### src/rtl/fir_pipe_param.sv
// Pipelined direct-form FIR: stage 0 registers per-tap products, stage 1 registers the
// (optionally saturated) sum. Coefficients are run-time writable and survive flush.
module fir_pipe_param #(
  parameter int                        TAPS      = 5,
  parameter int                        SAMPLE_W  = 6,
  parameter int                        COEF_W    = 5,
  parameter int                        ACC_W     = SAMPLE_W + COEF_W + 3,
  parameter bit                        SATURATE  = 1'b1,
  parameter logic [TAPS*COEF_W-1:0]    COEF_INIT = {5'd3, 5'd7, 5'd20, 5'd7, 5'd3}
) (
  input  logic                     clock_i,
  input  logic                     reset_i,
  input  logic                     in_valid_i,
  input  logic [SAMPLE_W-1:0]      in_data_i,
  input  logic                     flush_i,
  input  logic                     coef_we_i,
  input  logic [$clog2(TAPS)-1:0]  coef_addr_i,
  input  logic [COEF_W-1:0]        coef_data_i,
  output logic                     out_valid_o,
  output logic [ACC_W-1:0]         out_data_o
);

  localparam int AW     = $clog2(TAPS);
  localparam int PROD_W = SAMPLE_W + COEF_W;
  localparam int SUM_W  = PROD_W + $clog2(TAPS);
  localparam bit ADDR_FULL = ((2 ** AW) == TAPS);
  localparam logic [AW-1:0] TAPS_A = AW'(TAPS);

  logic [COEF_W-1:0]   coef_q [TAPS];
  logic [COEF_W-1:0]   coef_d [TAPS];
  logic [SAMPLE_W-1:0] dly_q  [1:TAPS-1];
  logic [SAMPLE_W-1:0] dly_d  [1:TAPS-1];
  logic [PROD_W-1:0]   prod_q [TAPS];
  logic [PROD_W-1:0]   prod_d [TAPS];
  logic                p_valid_q, p_valid_d;
  logic                out_valid_q, out_valid_d;
  logic [ACC_W-1:0]    out_data_q, out_data_d;

  logic [SUM_W-1:0]    sum;
  logic [ACC_W-1:0]    fit_val;
  logic                addr_ok;

  always_comb begin
    sum = '0;
    for (int k = 0; k < TAPS; k++) begin
      sum = sum + SUM_W'(prod_q[k]);
    end
  end

  // Any bit above ACC_W set means the full-precision sum does not fit.
  always_comb begin
    if (SATURATE && ((sum >> ACC_W) != '0)) begin
      fit_val = '1;
    end else begin
      fit_val = ACC_W'(sum);
    end
  end

  assign addr_ok = ADDR_FULL || (coef_addr_i < TAPS_A);

  always_comb begin
    coef_d      = coef_q;
    dly_d       = dly_q;
    prod_d      = prod_q;
    p_valid_d   = 1'b0;
    out_valid_d = p_valid_q;
    out_data_d  = out_data_q;

    if (in_valid_i) begin
      prod_d[0] = PROD_W'(coef_q[0]) * PROD_W'(in_data_i);
      for (int k = 1; k < TAPS; k++) begin
        prod_d[k] = PROD_W'(coef_q[k]) * PROD_W'(dly_q[k]);
      end
      dly_d[1] = in_data_i;
      for (int k = 2; k < TAPS; k++) begin
        dly_d[k] = dly_q[k-1];
      end
      p_valid_d = 1'b1;
    end

    if (p_valid_q) begin
      out_data_d = fit_val;
    end

    // Products above were formed with coef_q, so a same-edge write only affects later samples.
    if (coef_we_i && addr_ok) begin
      coef_d[coef_addr_i] = coef_data_i;
    end

    if (flush_i) begin
      dly_d       = '{default: '0};
      prod_d      = '{default: '0};
      p_valid_d   = 1'b0;
      out_valid_d = 1'b0;
      out_data_d  = '0;
    end
  end

  always_ff @(posedge clock_i) begin
    if (reset_i) begin
      for (int k = 0; k < TAPS; k++) begin
        coef_q[k] <= COEF_INIT[k*COEF_W +: COEF_W];
      end
      dly_q       <= '{default: '0};
      prod_q      <= '{default: '0};
      p_valid_q   <= 1'b0;
      out_valid_q <= 1'b0;
      out_data_q  <= '0;
    end else begin
      coef_q      <= coef_d;
      dly_q       <= dly_d;
      prod_q      <= prod_d;
      p_valid_q   <= p_valid_d;
      out_valid_q <= out_valid_d;
      out_data_q  <= out_data_d;
    end
  end

  assign out_valid_o = out_valid_q;
  assign out_data_o  = out_data_q;

endmodule

### config.mk
export PLATFORM = sky130hd
export DESIGN_NAME = fir_pipe_param
export DESIGN_NICKNAME = d
export VERILOG_FILES = /design/src/rtl/fir_pipe_param.sv
export SDC_FILE = /design/constraint.sdc
export NUM_CORES = 1
export LEC_CHECK = 0
export BUFFER_PORTS_ARGS = -buffer_cell sky130_fd_sc_hd__buf_2
export CAP_MARGIN = 20
export CORE_UTILIZATION = 35
export CTS_CLUSTER_DIAMETER = 40
export DETAILED_ROUTE_END_ITERATION = 16
export PLACE_DENSITY = 0.48
export SLEW_MARGIN = 10
export SYNTH_ARGS = -nofsm -noshare
export SYNTH_HDL_FRONTEND = slang
export SYNTH_SLANG_ARGS = --single-unit
### constraint.sdc
create_clock -name clock_i -period 4.12 [get_ports clock_i]
set_input_delay 0.824 -clock clock_i [delete_from_list [all_inputs] [get_ports clock_i]]
set_output_delay 0.824 -clock clock_i [all_outputs]
set_load 0.02 [all_outputs]
* After elaboration in Yosys (flattened, before gate mapping)
Cells that the tools add are included.
** Storage, ports and cells
- Bits in registers :: 120
- Input port bits :: 19
- Output and inout bits :: 15
- Word-level logic and storage cells :: 37
** Operators by class
- Add/sub/neg operators :: 4
- $mul :: 5
- Order comparisons :: 3
- Mux-type cells :: 4
- Bitwise gates (word level) :: 1
- Reduce and logical (&&, ||, !) cells :: 3
** Operators with widths (count)
- 5-bit by 6-bit multiplier with 11-bit output :: 5
- 25-bit bitwise mux :: 1
- 5-bit demux with 3-bit select :: 1
- 13-bit by 11-bit adder with 14-bit output :: 1
- 14-bit by 11-bit adder with 14-bit output :: 1
- 12-bit by 11-bit adder with 13-bit output :: 1
- 11-bit by 11-bit adder with 12-bit output :: 1
- 5-bit 2-to-1 mux :: 1
- 4-bit >= comparator (second input constant) :: 1
- 4-bit by 1-bit < comparator with 1-bit output (second input constant) :: 1
- 3-bit inverter with 4-bit output :: 1
- 3-bit < comparator (second input constant) :: 1
- 1-bit logical AND :: 2
- 2-bit OR reduction :: 1
- 1-bit 2-to-1 mux :: 1

* Logic depth before layout (Yosys ltp)
Gate-level depths: netlist of run 1.
- Depth after elaboration :: 6
- Gate-level depth with buffers :: 14
- Depth with buffers taken out :: 14

* Least setup slack after synthesis of run 1
Ideal clock, no wire load.
- Kind :: input-to-reg
- Start :: input port in_data_i[0]
- End :: register prod_q[54] in the netlist's numbering
- Library setup time :: 0.086 ns
- Data arrival time :: 3.776 ns
- Required time :: 4.034 ns
- Setup slack :: 0.259 ns
- Stages :: 12
- Buffers on the path :: 0
- Cells stage by stage :: nand2_1 > fa_1 > fa_1 > fa_1 > inv_1 > ha_1 > a21o_1 > a21oi_2 > a21oi_1 > o41ai_2 > xor2_1 > a211oi_1
** On the way
- Cells in the longest elaborated chain, start to end :: 1
** RTL lines
- from (decl) :: line 14 : input logic [SAMPLE_W-1:0] in_data_i,
- 5-bit by 6-bit multiplier with 11-bit output :: line 70 : prod_d[0] = PROD_W'(coef_q[0]) * PROD_W'(in_data_i);
- to (signal assigned) :: line 112 : prod_q <= prod_d;
- to (decl) :: line 33 : logic [PROD_W-1:0] prod_q [TAPS];
Every way passes these cells.
A chain may end at the register's enable or synchronous reset.

* Final worst setup path of run 1
- Start :: register dly_q[7] in the netlist's numbering
- End :: register prod_q[21] in the netlist's numbering
** On the way
- Cells in the longest elaborated chain, start to end :: 1
** RTL lines
- from (decl) :: line 31 : logic [SAMPLE_W-1:0] dly_q [1:TAPS-1];
- from (signal assigned) :: line 111 : dly_q <= dly_d;
- 5-bit by 6-bit multiplier with 11-bit output :: line 72 : prod_d[k] = PROD_W'(coef_q[k]) * PROD_W'(dly_q[k]);
Every way passes these cells.

==> metrics.md, run 1 <==
| Metric | Value |
|---|---|
| Reg power frac | between 30% and 40% |
| Seq/Total Area, Yosys | between 20% and 30% |
| Site row count | 61 |
| Worst Max-Slew Pin Slew | around 0.67 ns |
| Mapped cell area | ~10000 um2 |
| Worst slew margin | 55.56% |
| Clk Latency, worst-skew pair | 0.42 ns |
| Max Clock Skew | 0.009195 ns |
| Crit Path Max Fanout | 7 |
| GRT Residual Overflow | 0 |
| Gpl congestion | around 0.8 |
| Crit path launch type | flip-flop |
| Core box area | approximately 28000 um2 |
| Hold path depth | 2 |
| P_sw | roughly 0.0008 W |
| Worst EP arrival | 4.16 ns |
| # hold bufs at CTS | 0 |
| Vias per cell | about 4.6 |
| XOR/XNOR Fraction of Synth Area | 3.765% |
| Cell count after placement | 1512 |
| Status | finished, final reports clean |
| Resized cells post-CTS | 0 |
| Crit Reg-Reg Startpoint | dly_q[7] |
| Clock power frac | around 54% |
| Vias in the first global route | between 7000 and 8000 |
| Pin count of the biggest net entering global routing | between 40 and 50 |
| Internal | around 0.0025 W |
| Cell Pwr Density | 291.2 nW/um2 |
| VDD IR-drop max | between 0.2 and 0.25 mV |
| Final setup viols | 0 |
| Post-Synth Simple-Gate Area | around 16% |
| I/O Buffers | 33 |
| RR Endpoint | prod_q[21] |
| Fmax | around 260 MHz |
| Nets | 1373 |
| Area Overhead vs Synth | 13.92% |
| Final HPWL DP | around 19000 um |
| Worst setup startpoint | dly_q[7] |
| Static leakage | ~5.5 nW |
| Die width | between 150 and 200 um |
| Setup TNS | 0 ns |
| Final ANT Viol Nets | 0 |
| Sw frac | between 20% and 30% |
| Synth Register Bits | 120 |
| Final hold slack | ~0.45 ns |
| Clk buf depth | 2 |
| Die area | about 29000 um2 |
| Initial DRC Count | approximately 280 |
| Class of the most critical setup path | reg2reg |
| Via count | about 7000 |
| Worst setup path endpoint | prod_q[21] |
| H-tree depth | 4 |
| Number of max-cap violations | 0 |
| Post-CTS Setup Bufs | 0 |
| Final Slew Violations | 0 |
| WL/cell | around 15 um |
| Syn nets | approximately 1300 |
| Initial antenna violation count | 0 |
| Non-filler instance count after layout | approximately 1500 |
| Worst path required time | 4.39 ns |
| Tcrit/Tclk final | between 90% and 100% |
| Post-synthesis mux area share | 6.742% |
| DRC viols | 0 |
| Comb pwr share | under 10% |
| Die Y | around 170 um |
| Leading cell type in the layout, fill and taps excluded | inv_1 |
| Global-route wire length before repair | 39070 um |
| I/O pin cnt | 34 |
| Starting Density | 35.81% |
| Number of synthesis warnings | 0 |
| GRT Util Overall | about 17% |
| Worst hold path class | reg2reg |
| Clk slew on worst S/H paths | ~0.06 ns |
| Synth Area in Compound Gates | 9.581% |
| Initial DRT Pass Iterations | 4 |
| Clk sinks | 120 |
| Num CTS Buffers | 17 |
| Fillers | 2879 |
| CTS tree | built |
| Main combinational cell family by area after synthesis | adder cells |
| Yosys cell types | slightly above 40 |
| R2R cell count | 12 |
| Hold Fails Final Rpt | 0 |
| Synth Instances | between 1000 and 1500 |
| Post-synthesis adder-cell area fraction | between 30 and 40% |
| Fin area | approximately 11000 um2 |
| Share of cells above drive strength 1 | 9.177% |
| Critical path endpoint category | flip-flop |
| Final min period | 3.889 ns |
| Internal reg-to-reg setup slack | between 0.2 and 0.25 ns |
| CTS root buf | clkbuf_16 |
| RSZ-0062 raised after global routing | no |
| Mapped Avg Cell Area | ~9.0 um2 |
| Total routed wirelength | 23440 um |
| Most frequent cells in the layout | inv_1 (189), dfxtp_1 (120), ha_1 (109), nor2_1 (103), fa_1 (92) |
| Placement Cell Area | approximately 11000 um2 |
==> power groups by stage <==
stage | logic [W] | registers, W | clock network, W
floorplan | 0.000219 | 0.00122 | 0
global placement | 0.000310 | 0.00123 | 0
detailed placement | 0.000311 | 0.00123 | 0
CTS | 0.000314 | 0.00121 | 0.00184
global route | 0.000349 | 0.00121 | 0.00190
finish | 0.000308 | 0.00121 | 0.00180
==> critical path, stage by stage, from the launching register on <==
cell and delay (ns):
dfxtp_1 0.49, nand2_1 0.12, fa_1 0.50, fa_1 0.52
fa_1 0.54, inv_1 0.05, ha_1 0.33, a21o_1 0.20
a21oi_2 0.18, a21oi_1 0.13, o41ai_2 0.25, xor2_1 0.31
a211oi_1 0.12
==> how the worst min path moves through the flow <==
stage	from	endpoint	slack (ns)
2_1_floorplan	prod_q[20]	prod_q[20]	0.43
5_1_grt	out_data_o[12]	out_data_o[12]	0.48
3_3_place_gp	out_data_o[9]	out_data_o[9]	0.44
4_1_cts	out_data_o[9]	out_data_o[9]	0.45
3_5_place_dp	out_data_o[9]	out_data_o[9]	0.44
6_report	out_data_o[12]	out_data_o[12]	0.45
==> cell families (layout without fill, tap and decap cells) <==
kind of cell	Yosys count	in the layout
AOI/OAI and AO/OA	139	139
xor gates and xnor gates	43	43
adders and majority gates	201	201
buffers and inverters	213	273
DFF	120	120
muxes	67	67
other	0	1
and+or+nand+nor	323	323
==> metal layers <==
metal / part of all wire (%) / GRT usage, % / vias up
met4: 0.62 / 3.377 / 0
met3: 2.3 / 2.660 / 7
met2: 43 / 26.95 / 73
met1: 54 / 25.53 / 3332
met5: 0 / 0 / -
li1: - / - / 3618
==> sequential cells by signal, summed over array words and instances, names as in the netlist <==
signal and cells:
coef_q 25, dly_q 24, out_data_o 14, out_valid_o 1, p_valid_q 1, prod_q 55
==> area by class of cell <==
class,instances,area (um2),area share [%]
diodes,1,2.502,0.02196
flip-flops and latches,120,2402,21.08
clock inverters,12,245.2,2.152
multi-input cells,773,6784,59.53
repair buffers,52,322.8,2.833
clock buffers,20,456.7,4.007
well taps,378,473.0,4.150
inverters,189,709.4,6.225
==> per-stage QoR <==
stage               power, W  util, %  worst slack (ns)
floorplan           0.001440        -            0.2586
global placement    0.001542    38.27           0.06441
detailed placement  0.001544    38.27           0.01794
CTS                 0.003364    40.79            0.2189
global route        0.003456    40.79           0.06123
finish              0.003318    40.80            0.2311
==> Yosys cell counts, drive strengths merged <==
library cell / instances / area share (%)
fa: 92 / 18
and3: 1 / 0.063
o21ai: 39 / 2.0
buf: 14 / 0.70
a21oi: 34 / 1.9
nor3: 5 / 0.35
nand2: 79 / 3.0
a31oi: 1 / 0.063
mux2i: 64 / 6.4
or2: 2 / 0.13
nand2b: 15 / 0.94
nand3b: 2 / 0.15
clkbuf: 10 / 0.38
o21bai: 3 / 0.23
ha: 109 / 14
nand3: 7 / 0.35
o2111ai: 1 / 0.088
xnor2: 30 / 2.6
or3: 5 / 0.31
nor3b: 1 / 0.13
o31a: 1 / 0.088
nor2b: 14 / 0.88
xor2: 13 / 1.1
and2: 87 / 5.4
mux2: 3 / 0.34
nor2: 105 / 4.0
dfxtp: 120 / 24
o31ai: 7 / 0.68
a211o: 12 / 1.1
inv: 189 / 7.1
a21o: 9 / 0.68
o22ai: 3 / 0.19
o21a: 9 / 0.68
a211oi: 15 / 1.1
o41ai: 5 / 0.81
Power figures use the tool's default switching activity.
==> run 2, diff against run 1 <==
--- a/config.mk
+++ b/config.mk
@@ -10,7 +10,7 @@
 export CORE_UTILIZATION = 35
 export CTS_CLUSTER_DIAMETER = 40
 export DETAILED_ROUTE_END_ITERATION = 16
-export PLACE_DENSITY = 0.48
+export PLACE_DENSITY_LB_ADDON = 0.15
 export SLEW_MARGIN = 10
 export SYNTH_ARGS = -nofsm -noshare
 export SYNTH_HDL_FRONTEND = slang
==> run 2 against run 1 <==
  * Routed wire length is 1.8% lower
  * Setup slack better by 0.15 ns
  * Design area is 1.2% lower
  * Cell count is 0.13% lower
  * Clock power is 17% lower
  * Largest cell class unchanged
==> metrics.md, run 2 (synthesized netlist as in run 1, its figures left out) <==
| Metric | Value |
|---|---|
| Initial antenna violation count | 0 (unchanged) |
| Final Slew Violations | 0 (unchanged) |
| GRT Util Overall | 17.04% (-0.39 points) |
| Hold path depth | 2 (unchanged) |
| Die Y | 171.1 um (unchanged) |
| Status | finished, final reports clean |
| Clk Latency, worst-skew pair | 0.42 ns (about the same) |
| Clk sinks | 120 (unchanged) |
| Resized cells post-CTS | 0 (unchanged) |
| Setup Slack @ Placement | 0.05086 ns (+0.03292 ns) |
| GRT Residual Overflow | 0 (unchanged) |
| Die area | 29260 um2 (unchanged) |
| Largest register FFs | 55 (unchanged) |
| Worst hold path class | reg2reg |
| Top reg by flops | prod_q |
| Die width | 171.1 um (unchanged) |
| DRC viols | 0 (unchanged) |
| Internal reg-to-reg setup slack | 0.38 ns (+0.15 ns) |
| Post-CTS Setup Bufs | 0 (unchanged) |
| Fin area | 11260 um2 (-1.2%) |
| Leading cell type in the layout, fill and taps excluded | inv_1 |
| Crit Path Max Fanout | 7 (unchanged) |
| Worst slew margin | 52.36% (-3.2 points) |
| VDD IR-drop max | 0.2462 mV (+4.8%) |
| RR Endpoint | prod_q[43] |
| Crit Reg-Reg Startpoint | dly_q[19] |
| Nets | 1372 (-0.073%) |
| WL/cell | 14.92 um (-1.7%) |
| Pin count of the biggest net entering global routing | 42 (-8.7%) |
| Tot Pwr | 0.003012 W (-9.2%) |
| RSZ-0062 raised after global routing | no |
| Starting Density | 35.81% (unchanged) |
| Most frequent CP cell | fa_1 |
| Slowest Stage Delay on Critical Path | 0.54 ns (about the same) |
| Fmax | 267.1 MHz (+3.9%) |
| Final setup viols | 0 (unchanged) |
| Total routed wirelength | 23010 um (-1.8%) |
| Final min period | 3.743 ns (-0.1456 ns) |
| Final ANT Viol Nets | 0 (unchanged) |
| Largest registers | prod_q x55, coef_q x25, dly_q x24 |
| Static leakage | 5.409 nW (-1.2%) |
| Core box area | 27930 um2 (unchanged) |
| N_diodes | 0 (-1) |
| Worst path required time | 4.39 ns (about the same) |
| R2R cell count | 12 (unchanged) |
| Tcrit/Tclk final | 90.86% (-3.5 points) |
| Global-route wire length before repair | 38270 um (-2.0%) |
| Placement Cell Area | 10670 um2 (-0.19%) |
| Cell Chain, Critical Path | nand2_1, fa_1, fa_1, fa_1, inv_1, ha_1, a21o_1, a21oi_2, a21oi_1, o41ai_2, xor2_1, a211oi_1 |
| I/O pin cnt | 34 (unchanged) |
| Vias per cell | 4.549 (about the same) |
| H-tree depth | 4 (unchanged) |
| Class of the most critical setup path | reg2reg |
| Gpl congestion | 0.8190 (+3.7%) |
| Worst Max-Slew Pin Slew | 0.7108 ns (+0.04424 ns) |
| Cell Pwr Density | 267.5 nW/um2 (-8.1%) |
| Vias in the first global route | 7132 (-1.4%) |
| # hold bufs at CTS | 0 (unchanged) |
| Area Overhead vs Synth | 12.58% |
| Site row count | 61 (unchanged) |
| Most frequent cells in the layout | inv_1 (189), dfxtp_1 (120), ha_1 (109), nor2_1 (103), fa_1 (92) |
| Final hold slack | 0.4507 ns (-0.001701 ns) |
| Clk buf depth | 2 (unchanged) |
| Hold path start | prod_q[9] |
| CTS tree | built |
| Largest delay contributor family on the critical path | adder cells |
| CP Buf/Inv Count | 1 (unchanged) |
| Hold Fails Final Rpt | 0 (unchanged) |
| Clk slew on worst S/H paths | 0.06 ns (about the same) |
| Number of max-cap violations | 0 (unchanged) |
| Slowest-stage cell, CP | fa_1 |
| Initial DRC Count | 254 (-9.6%) |
| Fin worst setup slack | 0.3767 ns (+0.1456 ns) |
| Max Clock Skew | 0.01081 ns (+0.001617 ns) |
| Critical path endpoint category | flip-flop |
| I/O Buffers | 33 (unchanged) |
| Share of cells above drive strength 1 | 9.185% (about the same) |
| Final HPWL DP | 18390 um (-1.6%) |
| Num CTS Buffers | 17 (unchanged) |
| Initial DRT Pass Iterations | 4 (unchanged) |
| Sink of the worst hold path | prod_q[9] |
| CTS root buf | clkbuf_16 |
| Crit path launch type | flip-flop |
| Via count | 7019 (-0.16%) |
| Setup TNS | 0 ns (unchanged) |
| Worst EP arrival | 4.02 ns (-0.14 ns) |
[run 2: worst max path at each step]
stage | from | to | cells past startpoint
2_1_floorplan | in_data_i[0] | prod_q[54] | 12
3_3_place_gp | in_data_i[1] | prod_q[54] | 13
3_5_place_dp | in_data_i[1] | prod_q[54] | 13
4_1_cts | dly_q[20] | prod_q[43] | 12
5_1_grt | dly_q[7] | prod_q[21] | 12
6_report | dly_q[19] | prod_q[43] | 12
[run 2: power breakdown]
group          internal, W  leakage [nW]  switching [W]  total [W]
logic             0.000124          4.15       0.000179   0.000303
clock network     0.000909         0.286       0.000592    0.00150
registers          0.00118         0.971      0.0000262    0.00121
total              0.00221          5.41       0.000798    0.00301
[run 2: area by class of cell]
type / instances / area (um2)
well taps: 378 / 473.0
multi-input cells: 773 / 6784
clock inverters: 14 / 151.4
fillers: 2885 / 16670
repair buffers: 51 / 302.8
flip-flops and latches: 120 / 2402
inverters: 189 / 709.4
clock buffers: 18 / 439.2
[run 2: per-stage QoR]
step | std cells | util (%)
detailed placement | 1511 | 38.20
floorplan | 1106 | -
global route | 1543 | 40.32
finish | 1543 | 40.32
CTS | 1543 | 40.32
global placement | 1511 | 38.20
[run 2: routing by layer]
metal | wire length [um] | GRT usage [%] | vias up
met5 | 0 | 0 | -
met4 | 265 | 4.348 | 0
met3 | 752 | 2.683 | 18
met2 | 9811 | 26.00 | 74
met1 | 12190 | 24.82 | 3305
li1 | - | - | 3622
[run 2: worst register-to-register path, stage by stage, from the launching register on]
cell and delay (ns):
dfxtp_1 0.50, nand2_1 0.12, fa_1 0.50, fa_1 0.52, fa_1 0.54, inv_1 0.04
ha_1 0.34, a21o_1 0.21, a21oi_2 0.17, a21oi_1 0.11, o41ai_2 0.23, xor2_1 0.21
a211oi_1 0.09
